## src/rtl/riscv_pkg.sv

```systemverilog
// Shared RISC-V encoding constants: format codes (common with the immediate
// extender), opcodes used by LI expansion, and the encoder FSM state type.
package riscv_pkg;

  localparam int unsigned XLEN = 32;

  localparam logic [2:0] FMT_I  = 3'b000;
  localparam logic [2:0] FMT_S  = 3'b001;
  localparam logic [2:0] FMT_B  = 3'b101;
  localparam logic [2:0] FMT_U  = 3'b010;
  localparam logic [2:0] FMT_J  = 3'b110;
  localparam logic [2:0] FMT_LI = 3'b111;

  localparam logic [6:0] OP_LUI = 7'b0110111;
  localparam logic [6:0] OP_IMM = 7'b0010011;

  localparam logic [2:0] F3_SLLI = 3'b001;
  localparam logic [2:0] F3_SRXI = 3'b101;

  typedef enum logic [0:0] {
    S_RUN = 1'b0,
    S_LO  = 1'b1
  } state_t;

endpackage

```

## src/rtl/instr_encoder_imm_pack.sv

```systemverilog
// Places immediate bits into their instruction-word positions per format and
// reports whether the immediate is representable in that format.
module imm_pack
  import riscv_pkg::*;
(
  input  logic [2:0]  fmt,
  input  logic [2:0]  funct3,
  input  logic [6:0]  funct7,
  input  logic [31:0] imm,
  output logic [31:0] imm_bits,
  output logic        fits
);

  logic fits12;
  logic fits13;
  logic fits21;
  logic is_shift;

  // Signed range checks: all bits above the sign bit must equal it.
  assign fits12   = (&imm[31:11]) | ~(|imm[31:11]);
  assign fits13   = (&imm[31:12]) | ~(|imm[31:12]);
  assign fits21   = (&imm[31:20]) | ~(|imm[31:20]);
  assign is_shift = (funct3 == F3_SLLI) || (funct3 == F3_SRXI);

  always_comb begin
    imm_bits = '0;
    fits     = 1'b0;
    case (fmt)
      FMT_I: begin
        if (is_shift) begin
          imm_bits = {funct7, imm[4:0], 20'b0};
          fits     = ~(|imm[31:5]);
        end else begin
          imm_bits = {imm[11:0], 20'b0};
          fits     = fits12;
        end
      end
      FMT_S: begin
        imm_bits = {imm[11:5], 13'b0, imm[4:0], 7'b0};
        fits     = fits12;
      end
      FMT_B: begin
        imm_bits = {imm[12], imm[10:5], 13'b0, imm[4:1], imm[11], 7'b0};
        fits     = fits13 & ~imm[0];
      end
      FMT_U: begin
        imm_bits = {imm[31:12], 12'b0};
        fits     = ~(|imm[11:0]);
      end
      FMT_J: begin
        imm_bits = {imm[20], imm[10:1], imm[11], imm[19:12], 12'b0};
        fits     = fits21 & ~imm[0];
      end
      default: begin
        imm_bits = '0;
        fits     = 1'b0;
      end
    endcase
  end

endmodule

```

## src/rtl/instr_encoder.sv

```systemverilog
// Streams format-tagged operand bundles into packed RV32I instruction words,
// expanding LI into LUI/ADDI and substituting NOP_WORD for unencodable input.
module instr_encoder
  import riscv_pkg::*;
#(
  parameter logic [31:0] NOP_WORD = 32'h0000_0013
) (
  input  logic        clk,
  input  logic        rst_n,
  input  logic        in_valid,
  output logic        in_ready,
  input  logic [2:0]  in_fmt,
  input  logic [6:0]  in_opcode,
  input  logic [2:0]  in_funct3,
  input  logic [6:0]  in_funct7,
  input  logic [4:0]  in_rd,
  input  logic [4:0]  in_rs1,
  input  logic [4:0]  in_rs2,
  input  logic [31:0] in_imm,
  output logic        out_valid,
  input  logic        out_ready,
  output logic [31:0] out_instr,
  output logic        out_err,
  output logic        out_last
);

  state_t      state_q, state_d;
  logic [31:0] lo_q, lo_d;
  logic [31:0] instr_d;
  logic        valid_d, err_d, last_d;

  logic [31:0] pack_bits;
  logic        pack_fits;
  logic [31:0] word_c;
  logic [31:0] lo_word_c;
  logic        err_c;
  logic        two_word_c;
  logic [19:0] li_hi;
  logic        accept;
  logic        out_hs;

  imm_pack u_imm_pack (
    .fmt      (in_fmt),
    .funct3   (in_funct3),
    .funct7   (in_funct7),
    .imm      (in_imm),
    .imm_bits (pack_bits),
    .fits     (pack_fits)
  );

  // Rounded upper part so that LUI hi + sign-extended imm[11:0] == imm.
  assign li_hi    = in_imm[31:12] + 20'(in_imm[11]);
  assign in_ready = (state_q == S_RUN) && (!out_valid || out_ready);
  assign accept   = in_valid && in_ready;
  assign out_hs   = out_valid && out_ready;

  // Input-side packing: immediate bits from imm_pack OR'd with register fields.
  always_comb begin
    word_c     = '0;
    lo_word_c  = '0;
    err_c      = 1'b0;
    two_word_c = 1'b0;
    case (in_fmt)
      FMT_I: begin
        word_c = pack_bits | {12'b0, in_rs1, in_funct3, in_rd, in_opcode};
        err_c  = ~pack_fits;
      end
      FMT_S, FMT_B: begin
        word_c = pack_bits | {7'b0, in_rs2, in_rs1, in_funct3, 5'b0, in_opcode};
        err_c  = ~pack_fits;
      end
      FMT_U, FMT_J: begin
        word_c = pack_bits | {20'b0, in_rd, in_opcode};
        err_c  = ~pack_fits;
      end
      FMT_LI: begin
        if ((&in_imm[31:11]) || !(|in_imm[31:11])) begin
          word_c = {in_imm[11:0], 5'b0, 3'b000, in_rd, OP_IMM};
        end else if (!(|in_imm[11:0])) begin
          word_c = {in_imm[31:12], in_rd, OP_LUI};
        end else begin
          word_c     = {li_hi, in_rd, OP_LUI};
          lo_word_c  = {in_imm[11:0], in_rd, 3'b000, in_rd, OP_IMM};
          two_word_c = 1'b1;
        end
      end
      default: err_c = 1'b1;
    endcase
    if (err_c) begin
      word_c = NOP_WORD;
    end
  end

  // Next-state and output-register update.
  always_comb begin
    state_d = state_q;
    lo_d    = lo_q;
    valid_d = out_valid;
    instr_d = out_instr;
    err_d   = out_err;
    last_d  = out_last;
    case (state_q)
      S_RUN: begin
        if (accept) begin
          valid_d = 1'b1;
          instr_d = word_c;
          err_d   = err_c;
          last_d  = ~two_word_c;
          if (two_word_c) begin
            lo_d    = lo_word_c;
            state_d = S_LO;
          end
        end else if (out_hs) begin
          valid_d = 1'b0;
        end
      end
      S_LO: begin
        if (out_hs) begin
          valid_d = 1'b1;
          instr_d = lo_q;
          err_d   = 1'b0;
          last_d  = 1'b1;
          state_d = S_RUN;
        end
      end
      default: state_d = S_RUN;
    endcase
  end

  always_ff @(posedge clk or negedge rst_n) begin
    if (!rst_n) begin
      state_q   <= S_RUN;
      lo_q      <= '0;
      out_valid <= 1'b0;
      out_instr <= '0;
      out_err   <= 1'b0;
      out_last  <= 1'b0;
    end else begin
      state_q   <= state_d;
      lo_q      <= lo_d;
      out_valid <= valid_d;
      out_instr <= instr_d;
      out_err   <= err_d;
      out_last  <= last_d;
    end
  end

endmodule

```

## config.mk

```make
export PLATFORM = sky130hd
export DESIGN_NAME = instr_encoder
export DESIGN_NICKNAME = d
export VERILOG_FILES = /design/src/rtl/riscv_pkg.sv /design/src/rtl/instr_encoder_imm_pack.sv /design/src/rtl/instr_encoder.sv
export SDC_FILE = /design/constraint.sdc
export NUM_CORES = 1
export LEC_CHECK = 0
export CAP_MARGIN = 20
export CORE_MARGIN = 4
export CORE_UTILIZATION = 45
export CTS_CLUSTER_DIAMETER = 150
export DETAILED_ROUTE_END_ITERATION = 7
export DONT_BUFFER_PORTS = 1
export SYNTH_ARGS = -nofsm -noshare
export SYNTH_HDL_FRONTEND = slang
export SYNTH_SLANG_ARGS = --single-unit
```

## constraint.sdc

```tcl
create_clock -name clk -period 6.1 [get_ports clk]
set_input_delay 1.22 -clock clk [delete_from_list [all_inputs] [get_ports clk]]
set_output_delay 1.22 -clock clk [all_outputs]
set_load 0.05 [all_outputs]
```

==> metrics.md, run 1 <==
| Metric | Value |
|---|---|
| Status | `finished clean` |
| HP Class | `reg2reg` |
| Gr busiest metal | `met1` |
| Pin count of the biggest net entering global routing | `55` |
| Post-synthesis register bit count | `54` |
| CP max FO | `15` |
| Final worst path period share | `0.6368` |
| Maximum VDD drop | `0.1094 mV` |
| Post-synthesis sequential area ratio | `0.3375` |
| Residual DRC | `0` |
| RSZ-0062 raised after global routing | `no` |
| Routed Antenna Nets | `0` |
| Relative slew slack | `0.3138` |
| CTS tree | `built` |
| DR iter-0 viols | `444` |
| Routed WL per cell | `24.86 microns` |
| Worst EP required | `approximately 6.3 ns` |
| Min Tclk post-route | `3.884 ns` |
| Post-Syn Area per Cell | `8.838 sq um` |
| Num CTS Buffers | `5` |
| Total core area | `8678 sq um` |
| Yosys top cell area share | `0.3375` |
| Reg clk slew, reported paths | `around 0.1 ns` |
| Clock buffer depth | `2` |
| Setup violators final | `0` |
| Async S/R FF share, synth | `1.000` |
| Cells after Synth | `between 400 and 500` |
| Root buffer cell | `clkbuf_8` |
| Detailed Route WL | `13.48 mm` |
| GR Util met3 | `0.07099` |
| Layout cells sized above 1 | `0.1339` |
| Clock sink count | `54` |
| # hold bufs at CTS | `0` |
| Routed vias/inst | `7.055` |
| Type of origin of the critical path | `input pin` |
| Most used DFF post-synth | `dfrtp_1` |
| Die height | `102.3 microns` |
| Total grt overflow | `0` |
| EDFF count, synth | `0` |
| Endpoints failing hold | `0` |
| Final Skew | `~0.0083 ns` |
| Synth Warn # | `0` |
| Floorplan row count | `34` |
| Met1 Use GR | `0.3801` |
| Slew Limit Fails | `0` |
| First-pass GRT wire length | `21.04 mm` |
| Chip Width | `102.3 microns` |
| Worst Hold Slack | `0.5076 ns` |
| Synth area leader | `dfrtp_1` |
| Area growth from synthesis to layout | `3.250%` |
| # Max-Cap Violations | `0` |
| Drt first pass iters | `7` |
| Met2 global-route usage | `0.3783` |
| Vias | `3,824` |
| Fmax | `0.2574 GHz` |
| CTS HTree Levels | `2` |
| Synth cell types | `60` |
| P per Cell Area | `233.0 nW/um^2` |
| Starting Density | `0.4614` |
| Port Buffers | `0` |
| Crit. End Element | `flip-flop` |
| Vias in the first global route | `3,573` |
| Actual slew at the worst max-slew pin | `1.022 ns` |
| Leak Pwr | `0.001613 uW` |
| Final #Nets | `between 500 and 600` |
| I/O Pins | `107` |
| HPWL Detailed | `10.10 mm` |
| Worst-skew pair later-pin latency | `0.31 ns` |
| Kind of critical path | `in2reg` |
| Cell Area, Synth | `between 4000 and 5000 sq um` |
| Crit path DAT | `4.08 ns` |
| DIE AREA | `10,470 sq um` |
| Post-CTS setup buffers | `0` |
| Syn nets | `533` |
| Initial antenna violation count | `1` |
| All-Layer GR Usage | `0.2594` |
| Setup TNS | `0 ns` |
| Post-CTS resize count | `0` |
| Top cells by area, synth | `dfrtp_1, mux2_2, nand2_1` |
| Routability congestion estimate | `between 0.9 and 1` |
==> sequential cells by signal (all words and copies together) (netlist names) <==
signal and flops:
lo_q 18, out_err 1, out_instr 32, out_last 1, out_valid 1, state_q 1
==> layer usage <==
layer  share of wire  wire, microns  vias up
li1                -              -     1718
met1            0.43           5780     1866
met2            0.44           5863      223
met3            0.12           1601       17
met4           0.017            230        0
met5               0              0        -
==> synthesized netlist by cell type, drive strengths merged, types with 2 or more instances <==
master    n
nor3     14
a22o      3
a2bb2oi   2
o41a      2
xor2      7
nor2b     2
mux2     26
o21ai    27
inv      12
a221oi    3
o22ai     4
dfrtp    54
o31ai    21
clkbuf   26
or3       3
o41ai     2
nor4b     2
nand4     5
or2       7
a222oi   12
a22oi    12
o221ai    3
nand2b    4
nor4     14
o311a     2
or4       9
a221o     3
and2      6
and3     12
nor2     19
buf       6
o22a      2
nand2    52
a211oi    6
a32o      4
ha        9
nand3    11
a32oi     5
a21oi    26
mux2i     3
==> kinds of logic (layout without fill, tap and decap cells) <==
family	Yosys count	count (layout)	share of synthesized area
adders and majority gates	9	9	0.02813
AOI/OAI and AO/OA	150	150	0.2822
and+or+nand+nor	160	160	0.2109
DFF	54	54	0.3375
xor gates and xnor gates	7	7	0.01531
muxes	29	29	0.08063
other	0	1	0
buffers and inverters	44	24	0.04531
==> worst paths after layout <==
path	from	slack, ns	depth (start not counted)	endpoint
max	in_imm[20]	2.22	6	out_instr[12]
min	lo_q[31]	0.51	1	lo_q[31]
max reg2reg	out_valid	2.87	6	lo_q[29]
min reg2reg	lo_q[31]	0.51	1	lo_q[31]
max in group asynchronous	rst_n	5.40	0	lo_q[4]
min in group asynchronous	rst_n	0.59	0	out_instr[8]
==> critical path, stage by stage <==
cell and delay (ns):
nand3_1 0.14, or4_1 0.72, o32ai_2 0.95, nor2_1 0.44, a222oi_1 0.48, o21ai_0 0.13
==> stage by stage <==
step / cells / utilization / worst slack, ns / total power, uW / cell area (sq um)
after floorplan: 453 / - / 2.610 / 712.5 / 4004
after global placement: 534 / 0.4666 / 1.841 / 764.5 / 4049
after detailed placement: 534 / 0.4666 / 1.888 / 770.6 / 4049
after CTS: 541 / 0.4761 / 2.230 / 966.9 / 4131
after global routing: 542 / 0.4764 / 2.036 / 1009 / 4134
final: 542 / 0.4764 / 2.216 / 963.1 / 4134
==> placed cells by master, fill, tap and decap left out, drive strengths merged, types with 2 or more instances in the layout <==
cell	count
and3	12
a21oi	26
a221o	3
o22ai	4
inv	13
dfrtp	54
ha	9
o22a	2
buf	5
nand2	52
o41ai	2
nor4b	2
a32o	4
a32oi	5
o41a	2
a222oi	12
o31ai	21
o221ai	3
nor2b	2
nand3	11
or2	7
a22o	3
mux2	26
clkbuf	5
or3	3
nor2	19
xor2	7
a2bb2oi	2
a22oi	12
o21ai	27
or4	9
nand2b	4
mux2i	3
a211oi	6
o311a	2
nand4	5
nor3	14
nor4	14
and2	6
a221oi	3
==> power by group <==
| group | total [uW] | leakage, uW | internal (uW) | switching, uW |
|---|---|---|---|---|
| Clock | 198 | 0.0000444 | 79.6 | 118 |
| Combinational | 211 | 0.000872 | 92.9 | 118 |
| Sequential | 554 | 0.000696 | 420 | 133 |
==> cell type report <==
type / instances / area (sq um)
fillers: 873 / 4544
multi-input cells: 355 / 2480
flip-flops and latches: 54 / 1351
well taps: 108 / 135.1
clock buffers: 5 / 68.82
inverters: 12 / 45.04
repair buffers: 5 / 37.54
clock inverters: 2 / 13.76
diodes: 1 / 2.502
Note: power is estimated with default switching activity, not from simulation.
==> run 2, diff against run 1 <==
==> constraint.sdc (replaced) <==
create_clock -name clk -period 3.9 [get_ports clk]
set_input_delay 0.78 -clock clk [delete_from_list [all_inputs] [get_ports clk]]
set_output_delay 0.78 -clock clk [all_outputs]
set_load 0.05 [all_outputs]
==> run 2 against run 1 <==
Net effect:
- count of clock-buffer cells in the layout stayed put
- die area stayed put
- routed wire length hardly changed
- highest routed layer unchanged
- critical endpoint is now out_instr[10]
- critical path type unchanged
- sequential power is 56% higher
- via count is 0.71% higher
==> metrics.md, run 2 (synthesis gave the netlist of run 1 again) <==
| Metric | Value |
|---|---|
| Slew Limit Fails | `0` |
| Reg clk slew, reported paths | `0.10 ns` |
| I/O Pins | `about 110` |
| Die height | `102.3 microns` |
| Chip Width | `102.3 microns` |
| Biggest regs | `out_instr (32), lo_q (18)` |
| Crit. End Element | `flip-flop` |
| Most common cell after layout, fill and taps aside | `dfrtp_1` |
| Maximum VDD drop | `0.2211 mV` |
| Final #Nets | `517` |
| Worst EP required | `4.12 ns` |
| Vias in the first global route | `about 3,600` |
| FF-to-FF Start | `out_valid` |
| Routed vias/inst | `7.053` |
| # hold bufs at CTS | `0` |
| CP max stage cell | `or4_1` |
| Layout cells sized above 1 | `0.1438` |
| Setup TNS | `0 ns` |
| Status | `finished clean` |
| Routability congestion estimate | `0.9468` |
| Worst-skew pair later-pin latency | `0.31 ns` |
| Leak Pwr | `0.001647 uW` |
| Port Buffers | `0` |
| Fin cells | `546` |
| Drt first pass iters | `5` |
| Total grt overflow | `0` |
| Area growth from synthesis to layout | `4.688%` |
| Starting Density | `0.4614` |
| DR iter-0 viols | `427` |
| Pin count of the biggest net entering global routing | `55` |
| Type of origin of the critical path | `input pin` |
| Routed Antenna Nets | `0` |
| Kind of critical path | `in2reg` |
| Most frequent cells in the layout | `dfrtp_1, nand2_1, a21oi_1, o21ai_0, mux2_2` |
| Largest reg by FF count | `out_instr` |
| Clock buffer depth | `2` |
| Endpoints failing hold | `0` |
| Final Skew | `0.008343 ns` |
| DP Cell Count | `approximately 540` |
| CTS HTree Levels | `2` |
| Num CTS Buffers | `5` |
| CP max FO | `22` |
| First-pass GRT wire length | `20.97 mm` |
| Diode count | `0` |
| DIE AREA | `10,470 sq um` |
| Initial antenna violation count | `0` |
| Actual slew at the worst max-slew pin | `~0.92 ns` |
| RSZ-0062 raised after global routing | `no` |
| Routed WL per cell | `24.69 microns` |
| Delay-heaviest family, CP | `simple AND/OR/NAND/NOR gates` |
| CTS tree | `built` |
| All-Layer GR Usage | `0.2594` |
| Worst Hold Slack | `0.1452 ns` |
| Residual DRC | `0` |
| Crit path DAT | `3.30 ns` |
| Launch point of the worst path | `in_imm[20]` |
| Min Tclk post-route | `3.076 ns` |
| Setup violators final | `0` |
| Final worst path period share | `0.7887` |
| Total power | `1583 uW` |
| # Max-Cap Violations | `0` |
| Total core area | `just under 9000 sq um` |
| HP Class | `in2async` |
| Vias | `3,851` |
| Max reg flops | `32` |
| Post-CTS setup buffers | `0` |
| Floorplan row count | `34` |
| Post-CTS resize count | `0` |
| Fmax | `0.3251 GHz` |
| Crit-path cells | `nand3_1 -> or4_1 -> or4_4 -> a2111oi_4 -> nor3_2 -> buf_4 -> o31ai_1` |
| CP max stage delay | `about 0.70 ns` |
| Relative slew slack | `0.3876` |
| Detailed Route WL | `13.48 mm` |
| HPWL Detailed | `9.977 mm` |
| P per Cell Area | `377.7 nW/um^2` |
| Root buffer cell | `clkbuf_8` |
| WP buf/inv | `1` |
| Clock sink count | `54` |
[run 2: cell types whose count changed in the layout (fill, tap and decap cells not counted), sizes merged]
cell,change
buf,+4
diode,-1
bufinv,+1
[run 2: worst paths after layout]
| check | endpoint | slack [ns] | depth (start not counted) |
|---|---|---|---|
| worst min-delay path | out_instr[7] | 0.15 | 0 |
| min in group clk | lo_q[25] | 0.51 | 1 |
| worst max-delay path | out_instr[10] | 0.82 | 7 |
| worst max register to register | lo_q[23] | 1.00 | 6 |
| worst min register to register | lo_q[25] | 0.51 | 1 |
| max in group asynchronous | out_last | 3.64 | 0 |
[run 2: cell type report]
class	count	area, sq um
Fill cell	851	4487
Sequential cell	54	1351
Tap cell	108	135.1
Multi-Input combinational cell	355	2480
Inverter	12	45.04
Timing Repair Buffer	9	67.56
Clock buffer	5	68.82
Clock inverter	3	43.79
[run 2: metrics by stage]
stage,area [sq um],worst slack [ns],util
floorplan,4004,0.8502,-
global placement,4079,0.6289,0.4700
detailed placement,4079,0.5307,0.4700
CTS,4192,0.8747,0.4830
global route,4192,0.6948,0.4830
finish,4192,0.8242,0.4830
[run 2: per-layer routing]
layer	routed length, microns	vias to the layer above	GRT usage
met5	0	-	0
li1	-	1734	-
met1	5608	1812	0.3700
met3	1928	31	0.09693
met2	5680	274	0.3738
met4	261	0	0.06054
[run 2: worst reg2reg max path: stages, from the launching register on]
cell and delay [ns]:
dfrtp_1 0.60, nand2b_1 0.20, and2_1 0.48, nand2_1 0.40, nor4_2 0.37, buf_4 0.35
mux2_2 0.39
[run 2: power breakdown]
part           switching (uW)  internal, uW  leakage (uW)
combinational             185           147      0.000893
sequential                207           658      0.000696
clock                     193           193     0.0000585
==> run 3, diff against run 2 <==
==> constraint.sdc (replaced) <==
create_clock -name clk -period 2.9 [get_ports clk]
set_input_delay 0.58 -clock clk [delete_from_list [all_inputs] [get_ports clk]]
set_output_delay 0.58 -clock clk [all_outputs]
set_load 0.05 [all_outputs]
==> run 3 against run 2 <==
Net effect:
- worst hold slack worse by 0.034 ns
- global-route usage hardly changed
- sequential share of layout area is 1.9 points lower
- design area is 6.3% higher
- critical path depth is 1 lower
- critical endpoint is now out_instr[28]
==> metrics.md, run 3 (synthesis gave the netlist of run 1 again) <==
| Metric | Value |
|---|---|
| Min Tclk post-route | `2.601 ns` |
| WP buf/inv | `0` |
| Detailed Route WL | `13.62 mm` |
| # Max-Cap Violations | `0` |
| Worst EP required | `3.12 ns` |
| DIE AREA | `approximately 10,000 sq um` |
| Total core area | `8678 sq um` |
| Status | `finished clean` |
| Crit. End Element | `flip-flop` |
| P per Cell Area | `approximately 490 nW/um^2` |
| HPWL Detailed | `10.40 mm` |
| Routability congestion estimate | `0.9311` |
| Reg clk slew, reported paths | `0.11 ns` |
| All-Layer GR Usage | `0.2594` |
| Vias | `3,875` |
| Final core utilization | `0.5134` |
| Setup violators final | `0` |
| Floorplan row count | `34` |
| Initial antenna violation count | `1` |
| DP Cell Count | `566` |
| I/O Pins | `107` |
| CTS HTree Levels | `2` |
| HP Class | `in2async` |
| Max reg flops | `32` |
| RSZ-0062 raised after global routing | `no` |
| Starting Density | `0.4614` |
| Biggest regs | `out_instr (32), lo_q (18)` |
| Register area | `about 1400 sq um` |
| Crit-path cells | `or4_4 -> or4_4 -> o221a_4 -> a2111oi_4 -> nor3_4 -> a211oi_1` |
| Final worst path period share | `0.8967` |
| Worst Hold Slack | `between 0.1 and 0.15 ns` |
| First-pass GRT wire length | `20.99 mm` |
| Largest reg by FF count | `out_instr` |
| Clock buffer depth | `2` |
| CP dominant cell by count | `or4_4` |
| Total grt overflow | `0` |
| Drt first pass iters | `8` |
| Clock sink count | `54` |
| Final Skew | `a little over 0.01 ns` |
| Layout cells sized above 1 | `0.1970` |
| Most common cell after layout, fill and taps aside | `dfrtp_1` |
| Vias in the first global route | `3,603` |
| Num CTS Buffers | `5` |
| Post-CTS resize count | `0` |
| CP max stage cell | `or4_4` |
| Routed vias/inst | `6.727` |
| # fillers | `822` |
| Delay-heaviest family, CP | `simple AND/OR/NAND/NOR gates` |
| Residual DRC | `0` |
| Placed instance area | `around 4300 sq um` |
| Area growth from synthesis to layout | `11.28%` |
| Routed WL per cell | `23.65 microns` |
| Endpoints failing hold | `0` |
| Fmax | `0.3845 GHz` |
| Chip Width | `between 100 and 150 microns` |
| Fin cells | `576` |
| Leak Pwr | `0.001796 uW` |
| Slew Limit Fails | `0` |
| Actual slew at the worst max-slew pin | `0.9870 ns` |
| DR iter-0 viols | `507` |
| CP max FO | `24` |
| Worst-skew pair later-pin latency | `between 0.3 and 0.4 ns` |
| Multi-input gate area | `2486 sq um` |
| Type of origin of the critical path | `input pin` |
| Die height | `102.3 microns` |
| Crit path DAT | `2.82 ns` |
| Pin count of the biggest net entering global routing | `55` |
| Design area | `4456 sq um` |
| Final #Nets | `546` |
| Most frequent cells in the layout | `dfrtp_1, nand2_1, buf_4` |
| CP max stage delay | `approximately 0.55 ns` |
| Kind of critical path | `in2reg` |
| Maximum VDD drop | `0.2724 mV` |
| CTS tree | `built` |
| Port Buffers | `0` |
| Root buffer cell | `clkbuf_8` |
| Relative slew slack | `0.3399` |
| Routed Antenna Nets | `0` |
run 3: cell types whose count changed in the layout (fill, tap and decap cells not counted), sizes merged:
cell	before	now
clkinvlp	0	1
buf	9	38
clkinv	1	0
diode	0	1
run 3: report_power, final:
group          switching (uW)  internal [uW]  leakage [uW]
clock network             278            264     0.0000563
logic                     290            231       0.00104
registers                 257            885      0.000696
run 3: timing repair:
action,CTS,global route
buffers inserted,0,0
setup endpoints to repair,0,0
hold endpoints to repair,54,0
hold buffers,1,0
run 3: cell type report:
type	count	share of cell area
multi-input cells	355	0.5580
flip-flops and latches	54	0.3033
repair buffers	38	0.07133
well taps	108	0.03033
clock buffers	5	0.01545
clock inverters	3	0.01095
inverters	12	0.01011
diodes	1	0.0005616
run 3: worst paths after layout:
| kind | start | to | slack (ns) | depth (start not counted) |
|---|---|---|---|---|
| max reg2reg | out_valid | out_instr[12] | 0.66 | 6 |
| min in group clk | in_rd[4] | lo_q[19] | 0.40 | 1 |
| max in group asynchronous | rst_n | lo_q[29] | 2.56 | 1 |
| min | rst_n | out_instr[5] | 0.11 | 1 |
| max | in_imm[7] | out_instr[28] | 0.30 | 6 |
| min reg2reg | lo_q[30] | out_instr[30] | 0.50 | 2 |
run 3: layer usage:
metal / global-route usage / vias up / share of wire / wire length, microns
met5: 0 / - / 0 / 0
met4: 0.05954 / 0 / 0.013 / 182
met3: 0.06416 / 16 / 0.11 / 1438
met2: 0.3758 / 203 / 0.43 / 5911
met1: 0.3885 / 1869 / 0.45 / 6089
li1: - / 1787 / - / -
run 3: through the flow:
| stage | total power, uW | TNS [ns] | setup slack, ns |
|---|---|---|---|
| floorplan | 1499 | 0 | 0.05019 |
| global placement | 1643 | 0 | 0.03799 |
| detailed placement | 1655 | -0.08246 | -0.02178 |
| CTS | 2213 | 0 | 0.3108 |
| global route | 2312 | 0 | 0.1773 |
| finish | 2204 | 0 | 0.2995 |
run 3: worst register-to-register path: cells and delay by family (launching register included):
family / cells / cell delay (ns)
DFF: 1 / 0.36
and+or+nand+nor: 4 / 1.30
AOI/OAI and AO/OA: 2 / 0.43
